$ cat src/rtl/xadc_channel_sequencer.sv
// Time-shares the XADC between two auxiliary channels over DRP: selects a channel,
// waits for end of conversion, reads the result and strobes it to that channel's monitor.
module xadc_channel_sequencer #(
    parameter logic [6:0]  CH0_ADDR       = 7'h16,
    parameter logic [6:0]  CH1_ADDR       = 7'h1E,
    parameter logic [15:0] CFG0_BASE      = 16'h0000,
    parameter int          TIMEOUT_CYCLES = 1000
) (
    input  logic        clk,
    input  logic        reset,
    input  logic        enable_i,
    output logic [6:0]  drp_daddr_o,
    output logic        drp_den_o,
    output logic        drp_dwe_o,
    output logic [15:0] drp_di_o,
    input  logic [15:0] drp_do_i,
    input  logic        drp_drdy_i,
    input  logic        eoc_i,
    output logic [15:0] ch0_data_o,
    output logic [15:0] ch1_data_o,
    output logic        ch0_ready_o,
    output logic        ch1_ready_o,
    output logic        active_ch_o,
    output logic        timeout_err_o
);

    typedef enum logic [2:0] {
        IDLE,
        CFG_WR,
        CFG_WAIT,
        CONV_WAIT,
        RD,
        RD_WAIT
    } state_t;

    localparam logic [6:0]  CFG0_ADDR    = 7'h40;
    localparam logic [15:0] TIMEOUT_LAST = 16'(TIMEOUT_CYCLES - 1);

    state_t      state_q, state_d;
    logic [6:0]  daddr_q, daddr_d;
    logic        den_q, den_d;
    logic        dwe_q, dwe_d;
    logic [15:0] di_q, di_d;
    logic [15:0] ch0_data_q, ch0_data_d;
    logic [15:0] ch1_data_q, ch1_data_d;
    logic        ch0_ready_q, ch0_ready_d;
    logic        ch1_ready_q, ch1_ready_d;
    logic        active_q, active_d;
    logic        err_q, err_d;
    logic [15:0] cnt_q, cnt_d;

    logic [6:0]  ch_addr;
    logic        timed_out;

    assign ch_addr   = active_q ? CH1_ADDR : CH0_ADDR;
    assign timed_out = (cnt_q == TIMEOUT_LAST);

    always_comb begin
        // NOTE: every signal gets a default before the case so no path leaves one unassigned (no latches).
        state_d     = state_q;
        daddr_d     = daddr_q;
        den_d       = 1'b0;
        dwe_d       = 1'b0;
        di_d        = di_q;
        ch0_data_d  = ch0_data_q;
        ch1_data_d  = ch1_data_q;
        ch0_ready_d = 1'b0;
        ch1_ready_d = 1'b0;
        active_d    = active_q;
        err_d       = err_q;
        cnt_d       = cnt_q;

        unique case (state_q)
            IDLE: begin
                if (enable_i) state_d = CFG_WR;
            end
            CFG_WR: begin
                den_d   = 1'b1;
                dwe_d   = 1'b1;
                daddr_d = CFG0_ADDR;
                di_d    = {CFG0_BASE[15:5], ch_addr[4:0]};
                cnt_d   = '0;
                state_d = CFG_WAIT;
            end
            CFG_WAIT: begin
                if (drp_drdy_i) begin
                    cnt_d   = '0;
                    state_d = CONV_WAIT;
                end else if (timed_out) begin
                    err_d   = 1'b1;
                    state_d = CFG_WR;
                end else begin
                    cnt_d = cnt_q + 16'd1;
                end
            end
            CONV_WAIT: begin
                if (eoc_i) begin
                    state_d = RD;
                end else if (timed_out) begin
                    err_d   = 1'b1;
                    state_d = CFG_WR;
                end else begin
                    cnt_d = cnt_q + 16'd1;
                end
            end
            RD: begin
                den_d   = 1'b1;
                daddr_d = ch_addr;
                cnt_d   = '0;
                state_d = RD_WAIT;
            end
            RD_WAIT: begin
                // The awaited response takes priority over a timeout expiring in the same cycle.
                if (drp_drdy_i) begin
                    if (active_q) begin
                        ch1_data_d  = drp_do_i;
                        ch1_ready_d = 1'b1;
                    end else begin
                        ch0_data_d  = drp_do_i;
                        ch0_ready_d = 1'b1;
                    end
                    active_d = ~active_q;
                    state_d  = enable_i ? CFG_WR : IDLE;
                end else if (timed_out) begin
                    err_d   = 1'b1;
                    state_d = CFG_WR;
                end else begin
                    cnt_d = cnt_q + 16'd1;
                end
            end
            default: state_d = IDLE;
        endcase
    end

    // NOTE: state registers use non-blocking assignments so all flops update from the same pre-edge values.
    always_ff @(posedge clk) begin
        if (reset) begin
            state_q     <= IDLE;
            daddr_q     <= '0;
            den_q       <= 1'b0;
            dwe_q       <= 1'b0;
            di_q        <= '0;
            ch0_data_q  <= '0;
            ch1_data_q  <= '0;
            ch0_ready_q <= 1'b0;
            ch1_ready_q <= 1'b0;
            active_q    <= 1'b0;
            err_q       <= 1'b0;
            cnt_q       <= '0;
        end else begin
            state_q     <= state_d;
            daddr_q     <= daddr_d;
            den_q       <= den_d;
            dwe_q       <= dwe_d;
            di_q        <= di_d;
            ch0_data_q  <= ch0_data_d;
            ch1_data_q  <= ch1_data_d;
            ch0_ready_q <= ch0_ready_d;
            ch1_ready_q <= ch1_ready_d;
            active_q    <= active_d;
            err_q       <= err_d;
            cnt_q       <= cnt_d;
        end
    end

    assign drp_daddr_o   = daddr_q;
    assign drp_den_o     = den_q;
    assign drp_dwe_o     = dwe_q;
    assign drp_di_o      = di_q;
    assign ch0_data_o    = ch0_data_q;
    assign ch1_data_o    = ch1_data_q;
    assign ch0_ready_o   = ch0_ready_q;
    assign ch1_ready_o   = ch1_ready_q;
    assign active_ch_o   = active_q;
    assign timeout_err_o = err_q;

endmodule

$ cat config.mk
export PLATFORM = sky130hd
export DESIGN_NAME = xadc_channel_sequencer
export DESIGN_NICKNAME = d
export VERILOG_FILES = /design/src/rtl/xadc_channel_sequencer.sv
export SDC_FILE = /design/constraint.sdc
export NUM_CORES = 1
export LEC_CHECK = 0
export CORE_MARGIN = 8
export CORE_UTILIZATION = 46
export DETAILED_ROUTE_END_ITERATION = 8
export HOLD_SLACK_MARGIN = 0.06
export PLACE_DENSITY = 0.85
export SYNTH_ARGS = -nofsm -noshare
export SYNTH_HDL_FRONTEND = slang
export SYNTH_SLANG_ARGS = --single-unit
$ cat constraint.sdc
create_clock -name clk -period 2.25 [get_ports clk]
set_clock_uncertainty 0.2 [all_clocks]
set_input_delay 0.225 -clock clk [delete_from_list [all_inputs] [get_ports clk]]
set_output_delay 0.225 -clock clk [all_outputs]
set_load 0.03 [all_outputs]
-- After elaboration in Yosys (flattened, before gate mapping)
Index checks and enable logic that the tools add are counted.
W data, S select, Z words.
- reductions and logical operators: 12
- bitwise operators: 3
- mux-type cells: 22
- equal/unequal tests: 10
- $add $sub $neg: 1
- operator list (kind ; number):
    $mux W16 ; 4
    $pmux W16 S4 ; 1
    $pmux W3 S6 ; 1
    $add A16 B1 Y16 const B ; 1
    $eq A16 B10 Y1 const B ; 1
    $mux W3 ; 5
    $pmux W7 S2 ; 1
    $reduce_and A3 Y1 ; 4
    $mux W1 ; 8
    $ne A2 B2 Y1 const B ; 4
    $eq A3 B2 Y1 const B ; 2
    $eq A3 B3 Y1 const B ; 2
    $mux W4 ; 1
    $reduce_bool A2 Y1 ; 2
    $reduce_bool A4 Y1 ; 1
    $reduce_or A2 Y1 ; 2
    $eq A3 B1 Y1 const B ; 1
    $logic_not A3 Y1 ; 1
    $not A1 Y1 ; 3
    $reduce_or A3 Y1 ; 1
    $pmux W1 S2 ; 1
    $reduce_and A2 Y1 ; 1
- output and inout port bits: 61
- bits in registers: 69
- word-level logic and storage cells: 60
- bits of input ports: 21

-- Depth between registers and ports, before layout
Gate-level depths: netlist of the first run.
- word-level depth: 4
- gate-level depth with buffers: 7
- mapped depth without buffers: 5

-- Worst setup path after synthesis of the first run
Ideal clock, no wire load.
- kind: flip-flop to flip-flop
- from: register cnt_q[0]
- to: register cnt_q[1]
- required time: 1.980 ns
- buffers on the path: 1
- library setup time: 0.070 ns
- clock period less this slack: 1.927 ns
- stages on the path, launching flop included: 7
- setup slack: 0.323 ns
- arrival: 1.657 ns
- cells stage by stage: dfxtp_1 ha_1 and3_1 and4_1 clkbuf_1 or3b_2 a21oi_1
- word-level cells in the longest chain between the ends: 4
- elaborated cells between the ends (all ways): 7
- classes of those cells: add/sub (1); eq/ne (1); mux (5)
- RTL lines (element ; RTL line ; source):
    start, declared ; 50 ; logic [15:0] cnt_q, cnt_d;
    start signal, assigned ; 162 ; cnt_q <= cnt_d;
    $add A16 B1 Y16 or $eq A16 B10 Y1 (tied branches) ; -- ;
    $mux W16 (*) ; 89, 99, 124 ;
    $mux W16 (on tied branches) ; 114, 86, 97 ;
    $pmux W16 S4 (*) ; 73 ; unique case (state_q)
Mark *: on every way between the ends. The rest lies on a longest branch, timed or not. The select of a mux whose other input is x is not followed.
A chain may end at the register's enable or synchronous reset.

-- Worst setup path after layout of the first run
- from: register cnt_q[0]
- to: register cnt_q[4]
Same word-level chain as after synthesis.

==> flow_summary.toml, run 1 <==
[placement]
dp_hpwl_mm = 5.00
place_congestion = 0.819
port-buffer-count = 67
place_inst = 435
post-place-ws_ns = -0.0653

[die]
die_w_um = 91.4
dieHeight_um = 91.4
core-area_um2 = 5510
die_area_um2 = 8350
rows = 27
ios = 82
initial_utilization_pct = 47.5

[route]
wl_mm = 6.91
drt_first_pass_iters = 4
first_iter_violations = 153
drc_errors = 0
ant_nets = 0
vias = 2438
vias_per_cell = 5.41
detail_route.wl_per_cell_um = 15.3

[critical_path]
crit_fanout = 12
start_kind = "flip-flop"
worstPathArrival_ns = 2.17
critical_path.endpoint_type = "flip-flop"
worstSetupPathType = "flip-flop to flip-flop"
crit_required_ns = 2.30

[logic_synthesis]
synth.distinct_cells = 42
synth_cells = 301
ys.flop_type = "dfxtp_1"
postSynthAreaPerCell_um2 = 8.68
synth_area_um2 = 2610
synth_edf_count = 0
async_flop_share_pct = 0
ys.warnings.count = 0
ys_ff_latch = 62
seq_area_frac_synth_pct = 47.5

[global_route]
overflow = 0
track_usage_pct = 16.5
grt_max_degree = 19
grt_pass1_vias = 2343
grt_pass1_wl_mm = 11.5
grt_antenna_before_repair = 0

[timing]
fin_crit_sh_pct = 94.0
grt_setup_unrepaired = "no"
drv_slew = 0
hold_viol = 0
fmax_mhz = 473
setup_slack_ns = 0.134
layout_min_cycle_time_ns = 2.12
slew_headroom_pct = 55.9
worstMarginPinSlew_ns = 0.661
setup_viol = 0

[min_path]
worst_hold_path_type = "flip-flop to flip-flop"

[finish]
fin_cells = 451
n_antenna_cell = 0
layout-drive-gt1-share_pct = 9.50
nets = 396
final_core_util_pct = 64.3
nFillCells = 413
area_delta_synth_final_pct = 35.5

[clock_tree]
clockBufferDepth = 2
holdBufCountCts = 0
cts_sinks = 62
numCtsBuffers = 9
h-tree-depth = 3
cts_root_buf = "clkbuf_8"
cts_tree = "done"
path_clk_slew_ns = 0.06
clk_latency_ns = 0.34

[run_status]
outcome = "finished, final reports clean"

[power]
cellInternalPower_mw = 1.87
pwr-share-clk_pct = 38.3
powerDensity_nw_per_um2 = 732
power_frac_comb_pct = 16.5
p_leak_nw = 1.25
p_sw_uw = 719
vdd_drop_max_mv = 0.373
p_seq_share_pct = 45.2
p_sw_share_pct = 27.7

[run]
cap_violations = 0
==> worst paths after layout <==
| check | start | end | slack, ns | depth (start not counted) |
|---|---|---|---|---|
| max reg2reg | cnt_q[0] | cnt_q[4] | 0.13 | 5 |
| min reg2reg | ch0_data_o[2] | ch0_data_o[2] | 0.26 | 2 |
| min | ch0_data_o[2] | ch0_data_o[2] | 0.26 | 2 |
| max | cnt_q[0] | cnt_q[4] | 0.13 | 5 |
==> power by group through the flow <==
stage | sequential, mW | combinational [mW] | clock, mW
4_1_cts | 1.17 | 0.429 | 1.01
3_5_place_dp | 1.20 | 0.426 | 0
2_1_floorplan | 1.20 | 0.303 | 0
5_1_grt | 1.18 | 0.470 | 1.06
3_3_place_gp | 1.19 | 0.413 | 0
6_report | 1.17 | 0.428 | 0.992
==> state kept, by name, summed over array words and instances, names as in the netlist <==
| register | cells |
|---|---|
| ch0_data_o | 16 |
| ch1_data_o | 16 |
| cnt_q | 16 |
| drp_daddr_o | 3 |
| state_q | 3 |
| drp_di_o | 2 |
| active_ch_o | 1 |
| ch0_ready_o | 1 |
| ch1_ready_o | 1 |
| drp_den_o | 1 |
| drp_dwe_o | 1 |
| timeout_err_o | 1 |
==> routing by layer <==
layer	track usage [%]	share of wire [%]
met1	19.2	43
met2	28.3	51
met3	5.35	5.1
met4	4.64	1.4
met5	0	0
==> what timing repair did <==
| item | 4_1_cts | 5_1_grt |
|---|---|---|
| gates resized for setup | 0 | 1 |
| setup buffers | 0 | 0 |
| endpoints found under the setup margin | 0 | 9 |
==> stage by stage <==
| step | TNS [ns] | instance area (um^2) | power (mW) | hold slack [ns] |
|---|---|---|---|---|
| 4_1_cts | 0 | 3540 | 2.61 | 0.256 |
| 6_report | 0 | 3540 | 2.59 | 0.255 |
| 3_3_place_gp | 0 | 3340 | 1.61 | 0.242 |
| 5_1_grt | 0 | 3540 | 2.71 | 0.273 |
| 2_1_floorplan | 0 | 2660 | 1.51 | 0.151 |
| 3_5_place_dp | -0.856 | 3340 | 1.62 | 0.247 |
==> Yosys cell counts, types with 2 or more instances <==
master    instances  share of area (%)
nand2_1          45                6.5
inv_1             2               0.29
or3_1            10                2.4
nor2b_1           2               0.48
buf_4            18                5.2
nor2_1           11                1.6
mux2i_1           3                1.1
a21oi_1          38                7.3
o21ai_0          16                3.1
a22o_1           16                5.4
or4_1             6                1.7
nand3_1           7                1.3
buf_1             2               0.29
clkbuf_1         11                1.6
buf_6             2               0.86
a21o_1            3               0.86
dfxtp_1          62                 47
buf_2             3               0.57
nand3b_1          5                1.4
and4_1            2               0.67
o31ai_1           4                1.1
nor3_1            6                1.1
nand4_1           4               0.96
nor4_1            2               0.48
and3_1            3               0.72
nand2b_1          2               0.48
==> critical path: stages, from the launching register on <==
cell and delay, ns:
dfxtp_1 0.33, ha_1 0.27, and3_1 0.22, and4_1 0.31, or4_1 0.54, a21oi_1 0.16
==> cells in the final DEF, fill, tap and decap left out, types with 7 or more instances in the layout <==
cell type | synthesis | layout
clkdlybuf4s50_1 | 0 | 67
dfxtp_1 | 62 | 62
or3_1 | 10 | 10
nand2_1 | 45 | 45
buf_4 | 18 | 18
conb_1 | 1 | 14
a21oi_1 | 38 | 38
clkbuf_8 | 0 | 11
o21ai_0 | 16 | 16
nand3_1 | 7 | 7
nor2_1 | 11 | 10
a22o_1 | 16 | 16
==> logic make-up after synthesis <==
| family | Yosys count | share of synthesized area (%) |
|---|---|---|
| simple gates | 110 | 21.4 |
| compound gates | 85 | 20.3 |
| flops | 62 | 47.5 |
| buf+inv | 38 | 8.76 |
| mux | 3 | 1.15 |
| fa+ha+maj | 1 | 0.479 |
| other cells | 1 | 0.143 |
| xor+xnor | 1 | 0.335 |
==> area by class of cell <==
| type | count | area, um^2 | area share, % |
|---|---|---|---|
| multi-input cells | 214 | 1190 | 33.7 |
| inverters | 2 | 7.51 | 0.212 |
| repair buffers | 85 | 806 | 22.8 |
| well taps | 72 | 90.1 | 2.54 |
| flip-flops and latches | 62 | 1240 | 35.1 |
| clock buffers | 13 | 159 | 4.49 |
| clock inverters | 3 | 42.5 | 1.20 |
Power figures use the tool's default switching activity.
==> run 2: changes to the inputs <==
CORE_UTILIZATION = 50   (was 46)
PLACE_DENSITY = 0.91   (was 0.85)
clock period = 2.7 ns   (was 2.25 ns; I/O delays follow)
==> flow_summary.toml, run 2 (same netlist as run 1, synthesis figures left out) <==
[run_status]
outcome = "finished, final reports clean"

[die]
initial_utilization_pct = 51.5
dieHeight_um = 88.3
rows = 26
core-area_um2 = 5070
die_area_um2 = 7800
ios = 82
die_w_um = 88.3

[power]
vdd_drop_max_mv = 0.395
p_leak_nw = 1.19
p_seq_share_pct = 46.3
pwr-share-clk_pct = 38.8
p_total_mw = 2.14
cellInternalPower_mw = 1.51
power_frac_comb_pct = 14.8
p_sw_share_pct = 29.5
p_sw_uw = 631
powerDensity_nw_per_um2 = 621

[critical_path]
cp-startpoint = "state_q[0]"
reg2reg_depth = 4
r2r-start = "state_q[0]"
crit_required_ns = 2.76
worstSetupPathType = "flip-flop to flip-flop"
r2r-end = "cnt_q[7]"
r2r_slack_ns = 0.40
crit_fanout = 19
critical_path.endpoint_type = "flip-flop"
start_kind = "flip-flop"
worstPathArrival_ns = 2.36

[finish]
multi_input_area_um2 = 1190
regArea_um2 = 1240
layout-drive-gt1-share_pct = 6.56
nFillCells = 397
mostFrequentLayoutCells = "67 x clkdlybuf4s50_1, 62 x dfxtp_1, 45 x nand2_1, 38 x a21oi_1"
area_delta_synth_final_pct = 31.7
n_antenna_cell = 0
nets = 383
final_common_cell = "clkdlybuf4s50_1"
fin_cells = 436

[route]
detail_route.wl_per_cell_um = 14.9
vias = 2361
drt_first_pass_iters = 4
first_iter_violations = 198
wl_mm = 6.52
wl_met3_um = 437
vias_per_cell = 5.42
m1WireLength_mm = 2.80
ant_nets = 0
drc_errors = 0
highest_layer = "met4"
wl_met2_mm = 3.17

[timing]
layout_min_cycle_time_ns = 2.30
slew_headroom_pct = 28.4
worstMarginPinSlew_ns = 1.07
drv_slew = 0
grt_setup_unrepaired = "no"
fmax_mhz = 435
hold_viol = 0
setup_tns_ns = 0
setup_viol = 0
fin_crit_sh_pct = 85.2

[clock_tree]
numCtsBuffers = 9
clk_latency_ns = 0.34
h-tree-depth = 3
ctsResizeCount = 0
cts_sinks = 62
path_clk_slew_ns = 0.07
post_cts_buffers = 0
clockBufferDepth = 2
holdBufCountCts = 0
cts_tree = "done"
cts_root_buf = "clkbuf_8"

[global_route]
grt_pass1_wl_mm = 10.4
track_usage_pct = 17.0
grt_pass1_vias = 2103
grt_max_degree = 26
overflow = 0
grt_antenna_before_repair = 0

[min_path]
worst_hold_path_type = "flip-flop to flip-flop"
worstHoldStart = "ch0_data_o[12]"
worstHoldEndpoint = "ch0_data_o[12]"
hold_depth = 2

[placement]
dp_hpwl_mm = 4.74
place_congestion = 0.832
port-buffer-count = 67
place_inst = 420

[run]
cap_violations = 0
-- run 2: changes by cell type in the layout (fill, tap and decap cells not counted) --
cell,delta
buf_4,-13
clkbuf_1,-2
clkbuf_8,-2
clkinv_2,-1
clkinv_4,+3
inv_6,+2
nor2_1,+1
nor2_2,-1
-- run 2: final cells by class --
class / count / area share (%)
Clock buffer: 9 / 3.60
Clock inverter: 7 / 2.36
Inverter: 2 / 0.218
Multi-Input combinational cell: 214 / 34.6
Sequential cell: 62 / 36.1
Tap cell: 70 / 2.54
Timing Repair Buffer: 72 / 20.6
-- run 2: power groups by stage --
stage / combinational, mW / sequential [mW] / clock (mW)
2_1_floorplan: 0.253 / 1.00 / 0
3_3_place_gp: 0.308 / 1.01 / 0
3_5_place_dp: 0.317 / 1.01 / 0
4_1_cts: 0.319 / 0.989 / 0.848
5_1_grt: 0.350 / 0.998 / 0.887
6_report: 0.317 / 0.990 / 0.830
-- run 2: stage by stage --
| stage | instance area (um^2) | setup slack, ns | util, % | hold WS (ns) |
|---|---|---|---|---|
| final | 3440 | 0.400 | 67.8 | 0.257 |
| after global placement | 3240 | 0.309 | 63.8 | 0.242 |
| after floorplan | 2660 | 0.773 | - | 0.196 |
| after global routing | 3440 | 0.219 | 67.8 | 0.280 |
| after CTS | 3440 | 0.421 | 67.8 | 0.259 |
| after detailed placement | 3240 | 0.270 | 63.8 | 0.249 |
-- run 2: worst max-delay path by stage --
stage	slack (ns)	cells past startpoint	endpoint
after floorplan	0.77	6	cnt_q[1]
after global placement	0.31	5	cnt_q[7]
after detailed placement	0.27	5	cnt_q[7]
after CTS	0.42	4	cnt_q[7]
after global routing	0.22	4	cnt_q[7]
final	0.40	4	cnt_q[7]
-- run 2: metal layers --
layer / up-vias / global-route usage (%)
met5: - / 0
met4: 0 / 8.60
met3: 11 / 3.71
met2: 79 / 28.4
met1: 1097 / 20.0
li1: 1174 / -
-- run 2: worst max-delay path: stages, from the launching register on --
cell and delay (ns):
dfxtp_1 0.50, a21o_1 0.25, a2111o_1 0.59, or4_1 0.52
a21oi_1 0.15
==> run 3: changes to the inputs <==
CORE_UTILIZATION = 45   (was 50)
PLACE_DENSITY = 0.84   (was 0.91)
==> flow_summary.toml, run 3 (same netlist as run 1, synthesis figures left out) <==
[critical_path]
cp_slowest_cell = "nor2_1"
r2r_slack_ns = 0.40
crit_fanout = 18
critPathBufInv = 0
r2r-end = "ch1_data_o[14]"
reg2reg_depth = 4
crit_required_ns = 2.77
critical_path.endpoint_type = "flip-flop"
slowest_delay_ns = 0.83
worstPathArrival_ns = 2.37
path_common_cell = "nor2_1"
r2r-start = "state_q[1]"
worstSetupPathType = "flip-flop to flip-flop"
crit_family = "simple AND/OR/NAND/NOR gates"
start_kind = "flip-flop"
crit_chain = "nand2b_1, nor2_1, nor2_1, a22o_1"

[timing]
setup_slack_ns = 0.402
fmax_mhz = 435
drv_slew = 0
grt_setup_unrepaired = "no"
setup_viol = 0
slew_headroom_pct = 26.0
layout_min_cycle_time_ns = 2.30
setup_tns_ns = 0
whs_ns = 0.253
worstMarginPinSlew_ns = 1.11
fin_crit_sh_pct = 85.1
hold_viol = 0

[finish]
design_area_um2 = 3430
multi_input_area_um2 = 1190
nets = 385
final_common_cell = "clkdlybuf4s50_1"
mostFrequentLayoutCells = "67 x clkdlybuf4s50_1, 62 x dfxtp_1, 45 x nand2_1, 38 x a21oi_1"
fin_cells = 437
layout-drive-gt1-share_pct = 6.03
area_delta_synth_final_pct = 31.3
final_core_util_pct = 61.5
n_antenna_cell = 0
regArea_um2 = 1240
nFillCells = 485

[global_route]
track_usage_pct = 15.3
grt_pass1_vias = 2255
grt_max_degree = 25
overflow = 0
grt_pass1_wl_mm = 10.7
grt_antenna_before_repair = 0

[min_path]
worstHoldStart = "ch0_data_o[1]"
hold_depth = 2
worstHoldEndpoint = "ch0_data_o[1]"
worst_hold_path_type = "flip-flop to flip-flop"

[die]
die_w_um = 92.2
die_area_um2 = 8500
dieHeight_um = 92.2
ios = 82
core-area_um2 = 5570
initial_utilization_pct = 46.9
rows = 27

[run_status]
outcome = "finished, final reports clean"

[power]
p_sw_share_pct = 26.9
power_frac_comb_pct = 16.0
p_seq_share_pct = 47.7
vdd_drop_max_mv = 0.406
p_sw_uw = 556
p_leak_nw = 1.19
cellInternalPower_mw = 1.51
pwr-share-clk_pct = 36.3
powerDensity_nw_per_um2 = 602
p_total_mw = 2.07

[clock_tree]
clk_latency_ns = 0.33
numCtsBuffers = 9
cts_tree = "done"
h-tree-depth = 3
cts_root_buf = "clkbuf_8"
holdBufCountCts = 0
ctsResizeCount = 0
cts_sinks = 62
post_cts_buffers = 0
clockBufferDepth = 2
path_clk_slew_ns = 0.06

[placement]
placed_area_um2 = 3250
dp_hpwl_mm = 4.67
post-place-ws_ns = 0.246
place_congestion = 0.811
port-buffer-count = 67
place_inst = 424

[route]
ant_nets = 0
drc_errors = 0
wl_mm = 6.31
detail_route.wl_per_cell_um = 14.4
vias = 2362
drt_first_pass_iters = 4
first_iter_violations = 124
vias_per_cell = 5.41

[run]
cap_violations = 0
run 3: cell count changes in the layout (fill, tap and decap cells not counted):
cell and delta:
buf_4 +2, clkinv_4 -3, clkbuf_1 +1, clkinvlp_4 -1, clkbuf_8 +1, clkinv_2 +1
inv_6 -2
run 3: power groups by stage:
stage / logic (mW) / registers (mW) / clock network [mW]
after floorplan: 0.253 / 1.00 / 0
after global placement: 0.321 / 1.00 / 0
after detailed placement: 0.330 / 1.01 / 0
after CTS: 0.331 / 0.985 / 0.762
after global routing: 0.364 / 0.990 / 0.816
final: 0.331 / 0.985 / 0.749
run 3: layer usage:
| layer | track usage (%) | routed length [um] |
|---|---|---|
| met1 | 18.5 | 2800 |
| met2 | 23.8 | 2980 |
| met3 | 5.38 | 430 |
| met4 | 6.85 | 99 |
| met5 | 0 | 0 |
run 3: worst max path at each step:
stage / startpoint / to / slack [ns] / depth (start not counted)
floorplan: cnt_q[0] / cnt_q[1] / 0.77 / 6
global placement: drp_drdy_i / cnt_q[7] / 0.30 / 5
detailed placement: drp_drdy_i / ch1_data_o[14] / 0.25 / 6
CTS: state_q[1] / ch1_data_o[14] / 0.43 / 4
global route: state_q[1] / ch1_data_o[14] / 0.14 / 4
finish: state_q[1] / ch1_data_o[14] / 0.40 / 4
run 3: area by class of cell:
class	count	area share [%]
Sequential cell	62	36.2
Multi-Input combinational cell	214	34.8
Timing Repair Buffer	74	21.1
Clock buffer	11	4.12
Tap cell	72	2.63
Clock inverter	2	1.02
Inverter	2	0.219
run 3: worst min-delay path, cell delays in order (launching register included):
cell,delay [ns]
dfxtp_1,0.31
nand2_1,0.05
a21oi_1,0.05
